## src/rtl/mult_div_unit.sv

```systemverilog
// Iterative 32-bit MULT/MULTU/DIV/DIVU unit owning the HI/LO registers.
// One operand bit per cycle: shift-add multiply, restoring divide, then a sign-fix cycle.
//   state | meaning
//   IDLE  | waiting for Start
//   RUN   | WIDTH iterations of shift-add or restoring divide
//   FIX   | apply signs, load HI/LO
//   DONE  | one-cycle Done pulse; accepts a new Start
module mult_div_unit #(
  parameter int WIDTH = 32,
  parameter int CNT_W = 6
) (
  input  logic             clk,
  input  logic             reset,
  input  logic             Start,
  input  logic [1:0]       MDOperation,
  input  logic [WIDTH-1:0] A,
  input  logic [WIDTH-1:0] B,
  output logic             Busy,
  output logic             Done,
  output logic             DivByZero,
  output logic [WIDTH-1:0] HI,
  output logic [WIDTH-1:0] LO
);

  typedef enum logic [1:0] {S_IDLE, S_RUN, S_FIX, S_DONE} state_t;

  state_t               state_q, state_d;
  logic                 is_div_q, is_div_d;
  logic                 neg_q, neg_d;
  logic                 sign_a_q, sign_a_d;
  logic [WIDTH-1:0]     a_orig_q, a_orig_d;
  logic [WIDTH-1:0]     b_mag_q, b_mag_d;
  logic [2*WIDTH-1:0]   acc_q, acc_d;
  logic [CNT_W-1:0]     cnt_q, cnt_d;
  logic                 dbz_q, dbz_d;
  logic [WIDTH-1:0]     hi_q, hi_d;
  logic [WIDTH-1:0]     lo_q, lo_d;

  logic                 signed_op, a_neg, b_neg;
  logic [WIDTH-1:0]     a_mag, b_mag;
  logic [WIDTH:0]       mul_sum, div_trial;
  logic [2*WIDTH-1:0]   prod;
  logic [WIDTH-1:0]     quo, rem;

  always_ff @(posedge clk or posedge reset) begin
    if (reset) begin
      state_q  <= S_IDLE;
      is_div_q <= 1'b0;
      neg_q    <= 1'b0;
      sign_a_q <= 1'b0;
      a_orig_q <= '0;
      b_mag_q  <= '0;
      acc_q    <= '0;
      cnt_q    <= '0;
      dbz_q    <= 1'b0;
      hi_q     <= '0;
      lo_q     <= '0;
    end else begin
      state_q  <= state_d;
      is_div_q <= is_div_d;
      neg_q    <= neg_d;
      sign_a_q <= sign_a_d;
      a_orig_q <= a_orig_d;
      b_mag_q  <= b_mag_d;
      acc_q    <= acc_d;
      cnt_q    <= cnt_d;
      dbz_q    <= dbz_d;
      hi_q     <= hi_d;
      lo_q     <= lo_d;
    end
  end

  always_comb begin
    state_d  = state_q;
    is_div_d = is_div_q;
    neg_d    = neg_q;
    sign_a_d = sign_a_q;
    a_orig_d = a_orig_q;
    b_mag_d  = b_mag_q;
    acc_d    = acc_q;
    cnt_d    = cnt_q;
    dbz_d    = dbz_q;
    hi_d     = hi_q;
    lo_d     = lo_q;

    // MDOperation[0] set means unsigned; only signed ops take magnitudes.
    signed_op = ~MDOperation[0];
    a_neg     = signed_op & A[WIDTH-1];
    b_neg     = signed_op & B[WIDTH-1];
    a_mag     = a_neg ? -A : A;
    b_mag     = b_neg ? -B : B;

    // Multiply: acc = {partial hi, remaining multiplier}, shifted right each step.
    mul_sum   = {1'b0, acc_q[2*WIDTH-1:WIDTH]} + (acc_q[0] ? {1'b0, b_mag_q} : '0);
    // Divide: acc = {remainder, dividend/quotient}, shifted left each step.
    div_trial = acc_q[2*WIDTH-1:WIDTH-1] - {1'b0, b_mag_q};

    prod = neg_q ? -acc_q : acc_q;
    quo  = acc_q[WIDTH-1:0];
    rem  = acc_q[2*WIDTH-1:WIDTH];

    unique case (state_q)
      S_IDLE, S_DONE: begin
        state_d = S_IDLE;
        if (Start) begin
          is_div_d = MDOperation[1];
          neg_d    = a_neg ^ b_neg;
          sign_a_d = a_neg;
          a_orig_d = A;
          b_mag_d  = b_mag;
          acc_d    = {{WIDTH{1'b0}}, a_mag};
          cnt_d    = '0;
          dbz_d    = 1'b0;
          state_d  = S_RUN;
        end
      end
      S_RUN: begin
        cnt_d = cnt_q + CNT_W'(1);
        if (is_div_q) begin
          if (!div_trial[WIDTH])
            acc_d = {div_trial[WIDTH-1:0], acc_q[WIDTH-2:0], 1'b1};
          else
            acc_d = {acc_q[2*WIDTH-2:0], 1'b0};
        end else begin
          acc_d = {mul_sum, acc_q[WIDTH-1:1]};
        end
        if (cnt_q == CNT_W'(WIDTH-1))
          state_d = S_FIX;
      end
      S_FIX: begin
        if (is_div_q) begin
          if (b_mag_q == '0) begin
            hi_d  = a_orig_q;
            lo_d  = '1;
            dbz_d = 1'b1;
          end else begin
            lo_d = neg_q ? -quo : quo;
            hi_d = sign_a_q ? -rem : rem;
          end
        end else begin
          hi_d = prod[2*WIDTH-1:WIDTH];
          lo_d = prod[WIDTH-1:0];
        end
        state_d = S_DONE;
      end
      default: state_d = S_IDLE;
    endcase
  end

  assign Busy      = (state_q == S_RUN) || (state_q == S_FIX);
  assign Done      = (state_q == S_DONE);
  assign DivByZero = dbz_q;
  assign HI        = hi_q;
  assign LO        = lo_q;

endmodule

```

## config.mk

```make
export PLATFORM = sky130hd
export DESIGN_NAME = mult_div_unit
export DESIGN_NICKNAME = d
export VERILOG_FILES = /design/src/rtl/mult_div_unit.sv
export SDC_FILE = /design/constraint.sdc
export NUM_CORES = 1
export LEC_CHECK = 0
export CAP_MARGIN = 5
export CORE_ASPECT_RATIO = 0.6
export CORE_MARGIN = 2
export CORE_UTILIZATION = 47
export DETAILED_ROUTE_END_ITERATION = 7
export PLACE_DENSITY = 0.66
export SETUP_SLACK_MARGIN = 0.15
export SYNTH_ARGS = -nofsm -noshare
export SYNTH_HDL_FRONTEND = slang
export SYNTH_SLANG_ARGS = --single-unit
```

## constraint.sdc

```tcl
create_clock -name clk -period 18.7 [get_ports clk]
set_clock_uncertainty 0.2 [all_clocks]
set_input_delay 2.805 -clock clk [delete_from_list [all_inputs] [get_ports clk]]
set_output_delay 2.805 -clock clk [all_outputs]
set_load 0.05 [all_outputs]
```

==> results of run 1 <==
==> Yosys cell counts, types with 24 or more instances <==
library cell    n
a21o_1         24
a21oi_1        99
clkbuf_1      114
dfrtp_1       204
ha_1           72
inv_1          78
mux2_2         45
mux2i_1        43
nand2_1       218
nand3_1        47
nor2_1        147
nor3_1         27
nor4_1         24
o211ai_1       26
o21ai_0       216
o31ai_1        26
xnor2_1       114
xor2_1         88
==> per-stage QoR <==
step	total power, W	cell area, sq um	hold slack [ns]	worst slack [ns]
finish	0.003855	18460	0.2971	13.16
detailed placement	0.003318	17700	0.2868	12.66
CTS	0.003801	18460	0.3011	13.23
global placement	0.003261	17700	0.2740	12.78
floorplan	0.002612	16070	0.2492	10.13
global route	0.004118	18460	0.3195	12.80
==> critical path: cells and delay by family <==
family	cells	cell delay, ns
AO/OA/AOI/OAI	3	0.50
buffers and inverters	1	0.50
XOR/XNOR	1	0.14
AND/OR/NAND/NOR	5	1.79
==> kinds of logic (layout without fill, tap and decap cells) <==
group                      Yosys count  count (layout)
adders and majority gates           74              74
AOI/OAI and AO/OA                  579             579
other                                0               1
xor gates and xnor gates           202             202
and+or+nand+nor                    598             598
muxes                               88              88
DFF                                204             204
buffers and inverters              210             279
==> per-layer routing <==
layer / track usage, % / up-vias / routed length (um)
li1: - / 7140 / -
met1: 44.85 / 7363 / 25160
met2: 38.09 / 637 / 19790
met3: 10.41 / 73 / 6265
met4: 6.074 / 2 / 1096
met5: 2.807 / - / 138
==> final cells by class <==
| class | instances | share of cell area (%) |
|---|---|---|
| Tap cell | 459 | 3.110 |
| Clock buffer | 26 | 3.232 |
| Multi-Input combinational cell | 1541 | 55.20 |
| Sequential cell | 204 | 27.67 |
| Clock inverter | 16 | 0.8877 |
| Inverter | 80 | 1.667 |
| Antenna cell | 1 | 0.01355 |
| Timing Repair Buffer | 157 | 8.213 |
==> final timing paths <==
check | startpoint | end | cells past startpoint | slack [ns]
setup / recovery | A[5] | acc_q[30] | 10 | 13.16
hold / removal | LO[16] | LO[16] | 1 | 0.30
setup reg to reg | acc_q[0] | acc_q[61] | 13 | 13.87
hold reg to reg | LO[16] | LO[16] | 1 | 0.30
max in group asynchronous | reset | b_mag_q[1] | 3 | 14.33
min in group asynchronous | reset | LO[30] | 2 | 2.55
==> flip-flops by register name (all words and copies together), names as in the netlist <==
name and cells:
state_q 2, sign_a_q 1, HI 32, is_div_q 1, LO 32, b_mag_q 32, cnt_q 6, DivByZero 1
acc_q 64, neg_q 1, a_orig_q 32
==> power by group through the flow <==
stage,clock [W],sequential (W),combinational [W]
after global placement,0,0.000928,0.00233
after detailed placement,0,0.000935,0.00238
after CTS,0.000473,0.000928,0.00240
after global routing,0.000490,0.000966,0.00266
after floorplan,0,0.00101,0.00160
final,0.000469,0.000937,0.00245
==> metrics.txt, run 1 <==
run status finished clean; Yosys top cell area share a little under a third; peak supply drop roughly 0.00017 V; wire length per cell between 20 and 25 um; DRT Wirelength 52.45 mm; Hold/Removal Path Class flop to flop; fillers 3,146; clock share of power around an eighth; DPL Wire Length about 39 mm; global-route wire length before repair 82.74 mm; Pint roughly 0.0018 W; synthesized cell area 16,070 sq um; Worst-path clk slew 0.07 ns; DRC 0; CP Cell Sequence clkdlybuf4s50_1, nor4_1, nand4_1, nor4_1, a21oi_1, nor2_1, nand2_1, xor2_1, o21ai_0, o21ai_0; multiplexer area fraction after synthesis 5.831%; setup bufs post-CTS 0; Flop pwr share between 20% and 30%; critical path data arrival time about 5.8 ns; antenna viol nets, final 0; CP Class primary input to flop; Site Rows 52; clock sink count just over 200; Finished Layout Cells approximately 2,500; 1st-iter DRT viols approximately 1,400; Final Max Tran Viols 0; drt via density 6.125; H-tree level count 1; Worst-Margin Slew 1.136 ns; total global routing overflow 0; Synth Warn # 0; Initial Utilization a little under half; Vert. Die Dim ~150 um; syn avg cell area 8.221 sq um; Final nets 2,150; Max Fclk between 0.15 and 0.2 GHz; Hold Violations, Final 0; fin util between 50% and 60%; MaxCap Viol Count 0; RSZ-0062 raised after global routing false; syn_nets about 2,100; sequential share of the synthesized area 31.76%; Worst Setup Start Kind primary input; Critical Path Sink Type flop; area taken by multi-input logic gates 10,190 sq um; hold buffer count at cts 0; Synth Area in Simple Gates between 10% and 20%; Yosys cell types 87; clock latency on the worst-skew pair around 0.56 ns; Worst Path Required between 15 and 20 ns; I/O pins approximately 140; Num CTS Buffers 23; FF+latch count, synth about 200; PortBufs around 140; vias in the first global route ~14,000; CTS tree built; Synth area leaders dfrtp_1 (32%), o21ai_0 (6.7%), xnor2_1 (6.2%), ha_1 (5.6%), nand2_1 (5.1%); FF+latch area between 5000 and 6000 sq um; TNS Setup 0 ns; Die Area between 30,000 and 40,000 sq um; switch share 52.46%; area grow syn2layout 14.88%; commonest non-fill, non-tap cell in the layout nand2_1; slowest stage delay, CP 0.66 ns; Psw about 0.0020 W; largest family of logic cells by synthesized area compound AO/OA/AOI/OAI gates; Crit Path Max Fanout 5; Power Density about 210 nW/um^2; Synth Area in XOR/XNOR between 10 and 15%; clk buf depth 3; initial antenna violation count 0; Final Wtd Congestion approximately 0.96; most common flop cell mapped by yosys dfrtp_1; drt first pass iters 6; largest net degree at the start of global routing 94; core region area between 30,000 and 40,000 sq um; post-synthesis cell count 1,955; Async S/R FF share, synth 100.0%; min cycle time layout roughly 5.5 ns; die width roughly 240 um; dpl cells around 2,400; via count approximately 15,000; layout cells sized above 1 a little over 7%; combinational share of power about 64%; Tot GR Track Use between 20 and 30%; CP max stage cell nor4_1; Root Driver clkbuf_16; post-CTS sizing 0; static leakage slightly below 8 nW; Adder-Cell Fraction of Synth Area a little under 6%; max_slew headroom about a quarter; number of flops mapped to enable cells by yosys 0; Final setup viols 0; Tcrit/Tclk final around 30%; Synth area leader dfrtp_1; post-synthesis compound-gate area fraction a little under a quarter; most frequent cells in the layout nand2_1 (217), o21ai_0 (216), dfrtp_1 (202)
Note: power is estimated with default switching activity, not from simulation.
==> run 2, diff against run 1 <==
- clock period: 18.7 -> 5.55 ns (I/O delays scaled with it)
==> run 2 against run 1 <==
- non-clock buffer count up 5
- die area unchanged
- routed wire length up 1.7%
- critical path type is now flop to flop
- critical endpoint is now acc_q[60]
- largest cell class unchanged
- highest routed layer is now met4
==> metrics.txt, run 2 (same netlist as run 1, synthesis figures left out) <==
combinational share of power a little under two thirds; flop2flop setup slack 0.80 ns; core region area around 34,000 sq um; Tcrit/Tclk final around 86%; post-CTS sizing 0; critical path data arrival time between 4 and 5 ns; CP Capture Point acc_q[60]; clk buf depth 3; MaxCap Viol Count 0; hold buffer count at cts 0; vias in the first global route roughly 14,000; H-tree level count 1; drt via density between 6 and 7; largest net degree at the start of global routing approximately 150; Root Driver clkbuf_16; Finished Layout Cells around 2,500; static leakage around 7.8 nW; final worst slack roughly 0.80 ns; critical path startpoint acc_q[0]; Vert. Die Dim approximately 150 um; DRC 0; CP Cell Sequence clkinv_1, nor2_1, ha_1, a21oi_1, o21ai_0, a2111oi_0, a211oi_1, o32ai_1, o21ai_0, xnor2_1, a22oi_1, nand3_1; CP max stage cell a2111oi_0; Psw 0.006872 W; clock latency on the worst-skew pair between 0.5 and 0.6 ns; peak supply drop roughly 0.00059 V; slowest stage delay, CP between 1 and 1.5 ns; max_slew headroom between 15 and 20%; initial antenna violation count 1; Power Density ~700 nW/um^2; Crit Path Max Fanout 10; drt first pass iters 6; DPL Wire Length just over 40 mm; 1st-iter DRT viols between 1,500 and 2,000; area grow syn2layout 15.38%; Final Wtd Congestion roughly 0.96; wire length per cell approximately 21 um; most frequent cells in the layout nand2_1 (217), o21ai_0 (216), dfrtp_1 (202); Worst Setup Start Kind flop; dpl ws between 1 and 1.5 ns; Worst R2R Path Depth 12; clock sink count between 200 and 250; Tot GR Track Use a little under 30%; CTS tree built; via count around 15,000; Flop pwr share 23.7%; Tot Pwr 0.01317 W; Initial Utilization between 40% and 50%; clock share of power approximately 12%; Critical Path Sink Type flop; worst r2r src acc_q[0]; FF-to-FF End acc_q[60]; TNS Setup 0 ns; Largest Register acc_q; commonest non-fill, non-tap cell in the layout nand2_1; switch share between 50% and 60%; Hold/Removal Path Class flop to flop; antenna viol nets, final 0; die width roughly 240 um; Max Fclk around 0.21 GHz; Site Rows 52; layout cells sized above 1 7.206%; Final nets roughly 2,200; total global routing overflow 0; Hold Violations, Final 0; Num CTS Buffers 22; Final setup viols 0; I/O pins between 100 and 150; max reg flops 64; min cycle time layout approximately 4.8 ns; RSZ-0062 raised after global routing false; Die Area around 36,000 sq um; DRT Wirelength between 50 and 60 mm; run status finished clean; most used cell, CP o21ai_0; setup bufs post-CTS 0; CP Class flop to flop; Worst-Margin Slew 1.211 ns; n_diodes 0; PortBufs around 140; dpl cells roughly 2,400; Pint between 0.006 and 0.007 W; Worst Path Required about 5.8 ns; Final Max Tran Viols 0; Worst-path clk slew 0.06 ns; global-route wire length before repair slightly above 80 mm
==> run 2: through the flow <==
stage / util (%) / instance area [sq um] / hold slack [ns]
finish: 55.03 / 18550 / 0.2815
CTS: 55.03 / 18550 / 0.2886
global route: 55.03 / 18550 / 0.3164
global placement: 52.69 / 17760 / 0.2637
detailed placement: 52.69 / 17760 / 0.2753
floorplan: - / 16080 / 0.2492
==> run 2: area by class of cell <==
class	instances	area (sq um)
fillers	3142	15160
inverters	80	304.0
multi-input cells	1541	10190
repair buffers	162	1579
clock inverters	12	167.7
clock buffers	27	620.6
flip-flops and latches	204	5110
well taps	459	574.3
==> run 2: worst min path at each step <==
stage / endpoint / cells after the start / from / slack [ns]
after floorplan: a_orig_q[0] / 2 / a_orig_q[0] / 0.25
after global placement: HI[28] / 1 / HI[28] / 0.26
after detailed placement: HI[28] / 1 / HI[28] / 0.28
after CTS: HI[28] / 1 / HI[28] / 0.29
after global routing: LO[7] / 1 / LO[7] / 0.32
final: HI[28] / 1 / HI[28] / 0.28
==> run 2: routing by layer <==
layer	routed length (um)	GRT usage, %
met4	973	5.399
met1	25700	45.95
met3	6614	10.98
met2	20070	38.04
met5	0	0
==> run 2: worst max-delay path, delay by kind of cell, from the launching register on <==
family / cells / cell delay, ns
AOI/OAI and AO/OA: 7 / 2.86
xor gates and xnor gates: 1 / 0.16
adders and majority gates: 1 / 0.33
buffers and inverters: 1 / 0.32
DFF: 1 / 0.45
and+or+nand+nor: 2 / 0.29
==> run 2: power groups by stage <==
stage                     logic, W  clock network, W  registers, W
after detailed placement   0.00816                 0       0.00311
after floorplan            0.00541                 0       0.00339
after global routing       0.00909           0.00171       0.00321
after global placement     0.00802                 0       0.00310
after CTS                  0.00822           0.00165       0.00309
final                      0.00841           0.00163       0.00313
==> run 3, diff against run 2 <==
- CAP_MARGIN: 5 -> 0
- CORE_MARGIN: 2 -> unset
- SKIP_LAST_GASP: unset -> 1
==> run 3 against run 2 <==
- hold slack better by 0.016 ns
- sequential share of layout area about the same
- non-clock buffer count up 1
- routed wire length down 0.30%
==> metrics.txt, run 3 (same netlist as run 1, synthesis figures left out) <==
Initial Utilization a little under half; Tcrit/Tclk final roughly 83%; Final nets around 2,200; Power Density a little over 700 nW/um^2; DRC 0; Worst Hold End LO[6]; critical path data arrival time a little under 5 ns; clk buf depth 3; Worst-Margin Slew between 1 and 1.5 ns; max_slew headroom between 10% and 20%; DPL Wire Length a little over 40 mm; via count 15,313; antenna viol nets, final 0; area grow syn2layout 15.25%; total global routing overflow 0; Worst R2R Path Depth 12; Final Max Tran Viols 0; TNS Setup 0 ns; drt via density slightly above 6; Largest Register acc_q; post-CTS sizing 0; CP Class flop to flop; setup bufs post-CTS 0; Crit Path Max Fanout 10; vias in the first global route 14,235; Finished Layout Cells about 2,500; wire length per cell around 21 um; worst r2r src acc_q[0]; static leakage 7.826 nW; global-route wire length before repair 83.23 mm; clock latency on the worst-skew pair 0.55 ns; Max Fclk between 0.2 and 0.25 GHz; flop2flop setup slack around 0.95 ns; Non-Filler Cell Area, Final 18,520 sq um; Hold Violations, Final 0; most frequent cells in the layout nand2_1 (217), o21ai_0 (216), dfrtp_1 (202); die width approximately 240 um; H-tree level count 1; initial antenna violation count 0; commonest non-fill, non-tap cell in the layout nand2_1; Die Area approximately 35,000 sq um; Tot GR Track Use 30.47%; n_diodes 0; Root Driver clkbuf_16; clock sink count 204; core region area approximately 34,000 sq um; placed cell area ~18,000 sq um; Final setup viols 0; max reg flops 64; dpl cells ~2,400; largest net degree at the start of global routing around 160; Worst-path clk slew 0.06 ns; final hold slack 0.2972 ns; run status finished clean; I/O pins approximately 140; DRT Wirelength about 53 mm; layout cells sized above 1 roughly 7.2%; RSZ-0062 raised after global routing false; min cycle time layout around 4.6 ns; MaxCap Viol Count 0; Site Rows 52; FF-to-FF End acc_q[60]; drt first pass iters 6; WHS Path Cells 1; hold buffer count at cts 0; Worst Setup Start Kind flop; Hold/Removal Path Class flop to flop; Vert. Die Dim about 150 um; 1st-iter DRT viols between 1,500 and 2,000; peak supply drop between 0.0003 and 0.0004 V; hold path start LO[6]; Worst Path Required 5.78 ns; Final Wtd Congestion 0.9987; CTS tree built; Num CTS Buffers 23; PortBufs between 100 and 150; Critical Path Sink Type flop
run 3: worst max-delay path, stage by stage (launching register included):
cell and delay, ns:
dfrtp_1 0.48, clkinv_1 0.32, nor2_1 0.22, ha_1 0.32, a21oi_1 0.24, o21ai_0 0.23
a2111oi_0 0.84, a211oi_1 0.27, o32ai_1 0.71, o21ai_0 0.22, xnor2_1 0.17, a22oi_1 0.16
nand3_1 0.09
run 3: metal layers:
metal	vias to the layer above	track usage [%]	routed length [um]
met3	66	10.33	6757
met5	-	2.165	100
met1	7359	48.18	25690
li1	7151	-	-
met2	735	38.85	19740
met4	2	5.728	899
run 3: cell type report:
cell class	count	area (sq um)
multi-input cells	1541	10190
well taps	459	574.3
flip-flops and latches	204	5110
inverters	80	304.0
fillers	3172	15180
clock buffers	35	700.7
clock inverters	7	71.32
repair buffers	163	1574
run 3: power by group:
group	internal (W)	total, W	leakage [nW]	switching (W)
Combinational	0.00314	0.00837	4.96	0.00524
Sequential	0.00220	0.00318	2.50	0.000980
Clock	0.000917	0.00160	0.373	0.000678
Total	0.00625	0.0131	7.83	0.00689
run 3: worst max-delay path by stage:
stage	slack, ns	startpoint	endpoint
after global placement	1.30	acc_q[0]	acc_q[60]
after detailed placement	1.29	acc_q[0]	acc_q[60]
after global routing	0.72	acc_q[0]	acc_q[60]
after CTS	1.25	acc_q[0]	acc_q[60]
final	0.95	acc_q[0]	acc_q[60]
after floorplan	1.87	reset	DivByZero
run 3: per-stage QoR:
stage / power [W] / util [%] / setup slack, ns
detailed placement: 0.01129 / 52.67 / 1.293
floorplan: 0.008802 / - / 1.873
global placement: 0.01116 / 52.67 / 1.301
CTS: 0.01292 / 54.96 / 1.253
finish: 0.01314 / 54.96 / 0.9452
global route: 0.01396 / 54.96 / 0.7223
